==> config.mk <==
export PLATFORM = sky130hd
export DESIGN_NAME = ising_axil_bridge
export DESIGN_NICKNAME = d
export VERILOG_FILES = /design/src/rtl/ising_axil_bridge.sv
export SDC_FILE = /design/constraint.sdc
export NUM_CORES = 1
export LEC_CHECK = 0
export CORE_ASPECT_RATIO = 1.25
export CORE_MARGIN = 3
export CORE_UTILIZATION = 44
export DETAILED_ROUTE_END_ITERATION = 6
export PLACE_DENSITY = 0.94
export SLEW_MARGIN = 20
export SYNTH_ARGS = -nofsm -noshare
export SYNTH_HDL_FRONTEND = slang
export SYNTH_SLANG_ARGS = --single-unit
==> constraint.sdc <==
create_clock -name clk -period 3.1 [get_ports clk]
set_input_delay 0.62 -clock clk [delete_from_list [all_inputs] [get_ports clk]]
set_output_delay 0.62 -clock clk [all_outputs]
set_load 0.05 [all_outputs]
==> src/rtl/ising_axil_bridge.sv <==
// ising_axil_bridge
// AXI4-Lite slave front-end for the Ising machine wrapper. Terminates the five
// AXI4-Lite channels and converts them into a one-cycle read request with a
// registered read return, and a one-cycle write strobe. Reads outside the spin
// phase window and writes to illegal addresses, or writes with partial strobes,
// are answered with SLVERR and never reach the core.
//
// Ports
//   clk, axi_rstn            clock, synchronous active-low reset
//   s_aw*/s_w*/s_b*          AXI4-Lite write address / data / response
//   s_ar*/s_r*               AXI4-Lite read address / data
//   arvalid_q, araddr_q      one-cycle read request to the core (word aligned)
//   rready, rvalid, rresp,
//   rdata                    core read return handshake
//   wready, wr_addr, wdata   one-cycle write strobe to the core
//
// Read FSM
//   state   | meaning
//   R_IDLE  | accept AR, drain any stale core return
//   R_ISSUE | arvalid_q pulse to the core
//   R_WAIT  | wait for core return or timeout
//   R_RESP  | hold R channel until s_rready
// Write FSM
//   state   | meaning
//   W_IDLE  | capture AW and W independently, check once both held
//   W_ISSUE | wready pulse to the core
//   W_RESP  | hold B channel until s_bready
module ising_axil_bridge #(
   parameter int N          = 3,
   parameter int RD_TIMEOUT = 16
) (
   input  logic        clk,
   input  logic        axi_rstn,
   input  logic        s_awvalid,
   output logic        s_awready,
   input  logic [31:0] s_awaddr,
   input  logic        s_wvalid,
   output logic        s_wready,
   input  logic [31:0] s_wdata,
   input  logic [3:0]  s_wstrb,
   output logic        s_bvalid,
   input  logic        s_bready,
   output logic [1:0]  s_bresp,
   input  logic        s_arvalid,
   output logic        s_arready,
   input  logic [31:0] s_araddr,
   output logic        s_rvalid,
   input  logic        s_rready,
   output logic [31:0] s_rdata,
   output logic [1:0]  s_rresp,
   output logic        arvalid_q,
   output logic [31:0] araddr_q,
   output logic        rready,
   input  logic        rvalid,
   input  logic        rresp,
   input  logic [31:0] rdata,
   output logic        wready,
   output logic [31:0] wr_addr,
   output logic [31:0] wdata
);

   localparam logic [31:0] WIN_LO = 32'h0000_0800;
   localparam logic [31:0] WIN_HI = 32'h0000_0800 + 32'(4 * N) - 32'd1;
   localparam int          CW     = (RD_TIMEOUT > 1) ? $clog2(RD_TIMEOUT) : 1;
   localparam logic [CW-1:0] TMO_LOAD = CW'(RD_TIMEOUT - 1);

   typedef enum logic [1:0] {R_IDLE, R_ISSUE, R_WAIT, R_RESP} rd_state_t;
   typedef enum logic [1:0] {W_IDLE, W_ISSUE, W_RESP} wr_state_t;

   rd_state_t     rd_state;
   logic [CW-1:0] tmo_cnt;
   logic          ar_hs;
   logic [31:0]   ar_aligned;
   logic          ar_in_win;

   assign ar_hs      = s_arvalid & s_arready;
   assign ar_aligned = {s_araddr[31:2], 2'b00};
   assign ar_in_win  = (ar_aligned >= WIN_LO) && (ar_aligned <= WIN_HI);

   // Timeout is a down-counter: RD_TIMEOUT cycles in R_WAIT, the last one at zero.
   always_ff @(posedge clk) begin
      if (!axi_rstn) begin
         rd_state  <= R_IDLE;
         tmo_cnt   <= '0;
         s_arready <= 1'b0;
         s_rvalid  <= 1'b0;
         s_rdata   <= '0;
         s_rresp   <= '0;
         arvalid_q <= 1'b0;
         araddr_q  <= '0;
         rready    <= 1'b0;
      end else begin
         case (rd_state)
            R_IDLE: begin
               s_arready <= 1'b1;
               rready    <= 1'b1;
               if (ar_hs) begin
                  s_arready <= 1'b0;
                  rready    <= 1'b0;
                  if (ar_in_win) begin
                     araddr_q  <= ar_aligned;
                     arvalid_q <= 1'b1;
                     rd_state  <= R_ISSUE;
                  end else begin
                     s_rvalid <= 1'b1;
                     s_rdata  <= '0;
                     s_rresp  <= 2'b10;
                     rd_state <= R_RESP;
                  end
               end
            end
            R_ISSUE: begin
               arvalid_q <= 1'b0;
               rready    <= 1'b1;
               tmo_cnt   <= TMO_LOAD;
               rd_state  <= R_WAIT;
            end
            R_WAIT: begin
               // A return arriving on the terminal cycle still wins over the timeout.
               if (rvalid) begin
                  s_rvalid <= 1'b1;
                  s_rdata  <= rdata;
                  s_rresp  <= {rresp, 1'b0};
                  rready   <= 1'b0;
                  rd_state <= R_RESP;
               end else if (tmo_cnt == '0) begin
                  s_rvalid <= 1'b1;
                  s_rdata  <= '0;
                  s_rresp  <= 2'b10;
                  rready   <= 1'b0;
                  rd_state <= R_RESP;
               end else begin
                  tmo_cnt <= tmo_cnt - 1'b1;
               end
            end
            R_RESP: begin
               if (s_rready) begin
                  s_rvalid  <= 1'b0;
                  s_arready <= 1'b1;
                  rready    <= 1'b1;
                  rd_state  <= R_IDLE;
               end
            end
            default: rd_state <= R_IDLE;
         endcase
      end
   end

   wr_state_t   wr_state;
   logic        aw_held, w_held;
   logic [3:0]  wstrb_q;
   logic        aw_hs, w_hs, aw_have, w_have;
   logic [31:0] addr_now;
   logic [3:0]  strb_now;
   logic        wr_ok;

   assign aw_hs    = s_awvalid & s_awready;
   assign w_hs     = s_wvalid & s_wready;
   assign aw_have  = aw_held | aw_hs;
   assign w_have   = w_held | w_hs;
   // Check uses values arriving this cycle so the strobe follows the last capture directly.
   assign addr_now = aw_hs ? s_awaddr : wr_addr;
   assign strb_now = w_hs ? s_wstrb : wstrb_q;
   assign wr_ok    = (strb_now == 4'hF) &&
                     ((addr_now == 32'h500) || (addr_now == 32'h600) ||
                      (addr_now == 32'h700) || (addr_now >= 32'h1000));

   always_ff @(posedge clk) begin
      if (!axi_rstn) begin
         wr_state  <= W_IDLE;
         aw_held   <= 1'b0;
         w_held    <= 1'b0;
         wstrb_q   <= '0;
         s_awready <= 1'b0;
         s_wready  <= 1'b0;
         s_bvalid  <= 1'b0;
         s_bresp   <= '0;
         wready    <= 1'b0;
         wr_addr   <= '0;
         wdata     <= '0;
      end else begin
         case (wr_state)
            W_IDLE: begin
               if (aw_hs) begin
                  wr_addr <= s_awaddr;
                  aw_held <= 1'b1;
               end
               if (w_hs) begin
                  wdata   <= s_wdata;
                  wstrb_q <= s_wstrb;
                  w_held  <= 1'b1;
               end
               s_awready <= !aw_have;
               s_wready  <= !w_have;
               if (aw_have && w_have) begin
                  if (wr_ok) begin
                     wready   <= 1'b1;
                     wr_state <= W_ISSUE;
                  end else begin
                     s_bvalid <= 1'b1;
                     s_bresp  <= 2'b10;
                     wr_state <= W_RESP;
                  end
               end
            end
            W_ISSUE: begin
               wready   <= 1'b0;
               s_bvalid <= 1'b1;
               s_bresp  <= 2'b00;
               wr_state <= W_RESP;
            end
            W_RESP: begin
               if (s_bready) begin
                  s_bvalid  <= 1'b0;
                  aw_held   <= 1'b0;
                  w_held    <= 1'b0;
                  s_awready <= 1'b1;
                  s_wready  <= 1'b1;
                  wr_state  <= W_IDLE;
               end
            end
            default: wr_state <= W_IDLE;
         endcase
      end
   end

endmodule

Word-level counts from Yosys, hierarchy flattened
Index checks and enable logic that the tools add are counted.

Flip-flop bits (word level): 152. Output and inout port bits: 140. Word-level logic and storage cells: 143.

Add/subtract/negate cells: 1. $lt $le $gt $ge: 3. Eq/ne operators: 22. Muxes and demuxes: 57. Bitwise gates (word level): 5. Reduce and logical (&&, ||, !) cells: 35.

Operator list (number): $mux W32 (5); $eq A32 B11 Y1 const B (3); $pmux W32 S2 (1); $ge A32 B12 Y1 const B (1); $ge A32 B13 Y1 const B (1); $le A32 B12 Y1 const B (1); $mux W2 (14); $ne A2 B2 Y1 const B (12); $reduce_and A3 Y1 (8); $mux W1 (19); $pmux W1 S2 (7); $mux W4 (3); $reduce_bool A2 Y1 (6); $reduce_and A2 Y1 (5); $pmux W2 S2 (2); $pmux W2 S4 (1); $pmux W4 S2 (1); $reduce_and A4 Y1 (2); $eq A2 B2 Y1 const B (3); $pmux W1 S3 (2); $pmux W2 S3 (1); $reduce_bool A3 Y1 (2); $reduce_and A5 Y1 (1); $eq A2 B1 Y1 const B (2); other kinds (11) (20).

Logic depth before layout (Yosys ltp)
Word-level depth: 10. Depth in mapped cells: 9. Gate-level depth less buffers: 8.

Worst setup path before layout
No wires, ideal clock.

Path kind: reg2reg. From: reg s_awready. To: reg wready. Arrival: 1.899 ns. Data required time: 2.980 ns. Setup slack: 1.081 ns. Cell stages (with the launch flop): 7. Buffers on the path: 1. Period minus slack after synthesis: 2.019 ns. Cells stage by stage: dfxtp_1 > and2_1 > buf_6 > and4_1 > nand4_1 > a32o_2 > a211o_2.

Word-level cells in the longest chain between the ends: 9. Elaborated cells on any way between the ends: 15. Those cells by class: order compare: 1; eq/ne: 5; mux: 1; bitwise: 2; reduce/logical: 6.

Ends and longest elaborated chain: start, declared (line 35) `output logic s_awready,`; start signal, assigned (line 193) `s_awready <= !aw_have;`; $and A1 B1 Y1 * (line 157) `assign aw_hs = s_awvalid & s_awready;`; branches (longest 7 deep; another with $ge A32 B13 Y1); $reduce_and A3 Y1 (no line) *; end signal, assigned (line 178) `wready <= 1'b0;`; end signal, assigned (line 197) `wready <= 1'b1;`; end signal, assigned (line 207) `wready <= 1'b0;`; end, declared (line 57) `output logic wready,`.

Mark *: on every way between the ends. A chain may end at the register's enable or synchronous reset.

Worst setup path after layout
From: in s_araddr[11]. To: reg s_rdata[5].

Word-level cells in the longest chain between the ends: 4. Elaborated cells on any way between the ends: 5. Those cells by class: order compare: 2; eq/ne: 1; reduce/logical: 2.

Ends and longest elaborated chain: start, declared (line 46) `input logic [31:0] s_araddr,`; $ge A32 B12 Y1 or $le A32 B12 Y1 (tied branches) (line 78) `assign ar_in_win = (ar_aligned >= WIN_LO) && (ar_aligned <= WIN_HI);`; $logic_and A1 B1 Y1 * (line 78); $ne A2 B2 Y1 (no line) *; $reduce_and A4 Y1 (no line) *; end signal, assigned (line 122) `s_rdata <= rdata;`; end, declared (line 49) `output logic [31:0] s_rdata,`.

Mark *: on every way between the ends. The rest lies on a longest branch, timed or not.

==> run metrics <==
Worst-Margin Slew 0.746 ns; post-route ant nets 0; port bufs 274; Mapped Area 0.00587 mm2; Critical Path Start Type input pin; Syn Inst Count 698; filler cell count 980; ys flop type dfxtp_1; Die H 135 um; number of global-route vias before repair 5988; I/O pins 281; Setup TNS Final 0 ns; Worst slew margin 50.2%; Tot GR Track Use 24.6%; Tmin final 2.50 ns; Detail Placement HPWL 13500 um; maximum vdd drop 0.481 mV; crit path max fanout 50; first-pass GRT wire length 28700 um; Post-synth EDFFs 0; synth warn 0; Multi-input gate area 0.00263 mm2; GRT overflow 0; element type at the critical path end flip-flop; vias per cell 5.21; Pre-antenna DRT Iters 5; static leakage 3.29 nW; Post-CTS Resized 0; r2r setup slk 0.75 ns; Hold WC Path Type reg2reg; Clock Tree Buf Depth 2; Max-Cap Viols 0; # setup viols final 0; Post-CTS Hold Buffers 0; CP required 3.43 ns; Setup Fix Bufs, Post-CTS 0; gpl congestion 0.777; nets@finish 1101; pin count of the biggest net entering global routing 69; CTS clock-pin slew for the worst setup and hold paths 0.07 ns; die width 109 um; TritonCTS buffer count 17; DRC 0; area grow syn2layout 58.3%; fin crit share 80.6%; Arrival @ worst endpoint 2.83 ns; dpl cell area 0.00871 mm2; RSZ-0062 raised after global routing no; Die ar. 0.0148 mm2; DR iter-0 viols 341; Placement Rows 46; slack of the critical path 0.600 ns; htree depth 4; fin. max-slew vios 0; fmax 0.400 GHz; drt total wl 18600 um; WL/cell 16.5 um; Area contributors post-synth dfxtp_1, a21oi_1, nand2_1; count of cell types in the netlist 48; post-synth top area share 51.1%; Hold Vio Cnt, Final 0; Core Area 0.0129 mm2; ant diodes 0; antenna violations before repair 0; post-placement setup slack 0.233 ns; syn_area_per_cell 8.41 um2; clock tree sinks 150; Clk Latency, worst-skew pair 0.41 ns; sequential share of the synthesized area 51.1%; Setup CP Type in2reg; status completed; Initial Utilization 45.5%; Via Count 5895; TritonCTS clock tree yes; design area 0.00929 mm2; Yosys reg bits 150; Root Buffer clkbuf_16; Final Util 72.1%; Register Area 0.00300 mm2; Yosys top cell by area dfxtp_1; PD cells 753 mW/mm2; layout cells sized above 1 5.50%; asr flop ratio synth 0%; Worst Skew 0.0138 ns
[per-stage QoR]
step	power (mW)	hold slack, ns	instances
after detailed placement	4.98	0.443	1101
final	7.00	0.455	1132
after global placement	4.92	0.441	1101
after floorplan	4.15	0.436	701
after CTS	7.04	0.455	1132
after global routing	7.33	0.473	1132
[worst paths after layout]
path | start | end | cells after the start
max reg2reg | rd_state[0] | s_rdata[12] | 8
min | wdata[3] | wdata[3] | 2
max | s_araddr[11] | s_rdata[5] | 8
min reg2reg | wdata[3] | wdata[3] | 2
[where the power goes]
group	switching, mW	internal [mW]
logic	1.63	0.966
clock network	0.893	1.14
registers	0.191	2.18
total	2.72	4.29
[final cells by class]
cell class / instances / area share [%]
Clock buffer: 17 / 4.58
Multi-Input combinational cell: 489 / 28.3
Timing Repair Buffer: 284 / 30.5
Sequential cell: 150 / 32.3
Inverter: 10 / 0.417
Tap cell: 168 / 2.26
Clock inverter: 14 / 1.71
[sequential cells by signal, summed over array words and instances, names as in the netlist, 2 cells and up]
signal and flops:
rd_state 2, s_rdata 32, wstrb_q 4, wr_state 2, wdata 32, araddr_q 30, wr_addr 32, tmo_cnt 4
[cell usage in the layout, fill, tap and decap left out, drive strengths merged, types with 2 or more instances in the layout]
cell / instances
buf: 10
and3: 3
and2: 28
nor2: 31
clkdlybuf4s50: 274
and4b: 2
nand2: 144
a211o: 3
nand4: 39
nand2b: 36
a31oi: 4
or2: 2
a211oi: 6
nor2b: 5
ha: 8
a22oi: 3
conb: 4
a21oi: 110
inv: 17
dfxtp: 150
o21a: 2
clkbuf: 17
a21boi: 3
o21ai: 5
clkinvlp: 2
o22ai: 3
nor3: 11
nor4: 14
nand3: 5
clkinv: 4
and4: 2
mux2i: 7
[cells in the mapped netlist (2+ instances only)]
library cell and count:
ha_1 8, nor2_1 30, nand2b_1 36, and3_1 2, a21oi_1 109, a21boi_0 2
a31oi_1 4, a211oi_1 6, a22oi_1 3, clkbuf_1 38, buf_4 5, nand2_1 144
nand4_1 39, nor2b_1 4, or2_1 2, buf_2 7, dfxtp_1 150, and2_1 28
nor4_1 14, and4b_1 2, nand3_1 5, mux2i_1 7, inv_1 9, a211o_1 2
nor3_1 11, o22ai_1 3, o21ai_0 5, and4_1 2, o21a_1 2
[routing by layer]
layer  vias up  part of all wire, %  global-route usage, %
met5         -                    0                      0
met4         0                  2.8                   9.08
met3        38                  9.0                   9.11
met2       238                   52                   44.6
met1      2732                   36                   25.4
li1       2887                    -                      -
[critical path: stages]
cell and delay (ns):
clkdlybuf4s50_1 0.49, nor4b_1 0.51, nand4_1 0.23, o21bai_1 0.29, a21oi_4 0.18, buf_12 0.22
nand2b_1 0.15, a21oi_1 0.14
[kinds of logic (layout without fill, tap and decap cells)]
family / Yosys count / after routing / synth area share (%)
other: 1 / 4 / 0.0639
and+or+nand+nor: 324 / 324 / 27.2
adders and majority gates: 8 / 8 / 1.70
AOI/OAI and AO/OA: 146 / 146 / 14.1
muxes: 7 / 7 / 1.19
DFF: 150 / 150 / 51.1
buffers and inverters: 62 / 325 / 4.56
Note: power is estimated with default switching activity, not from simulation.
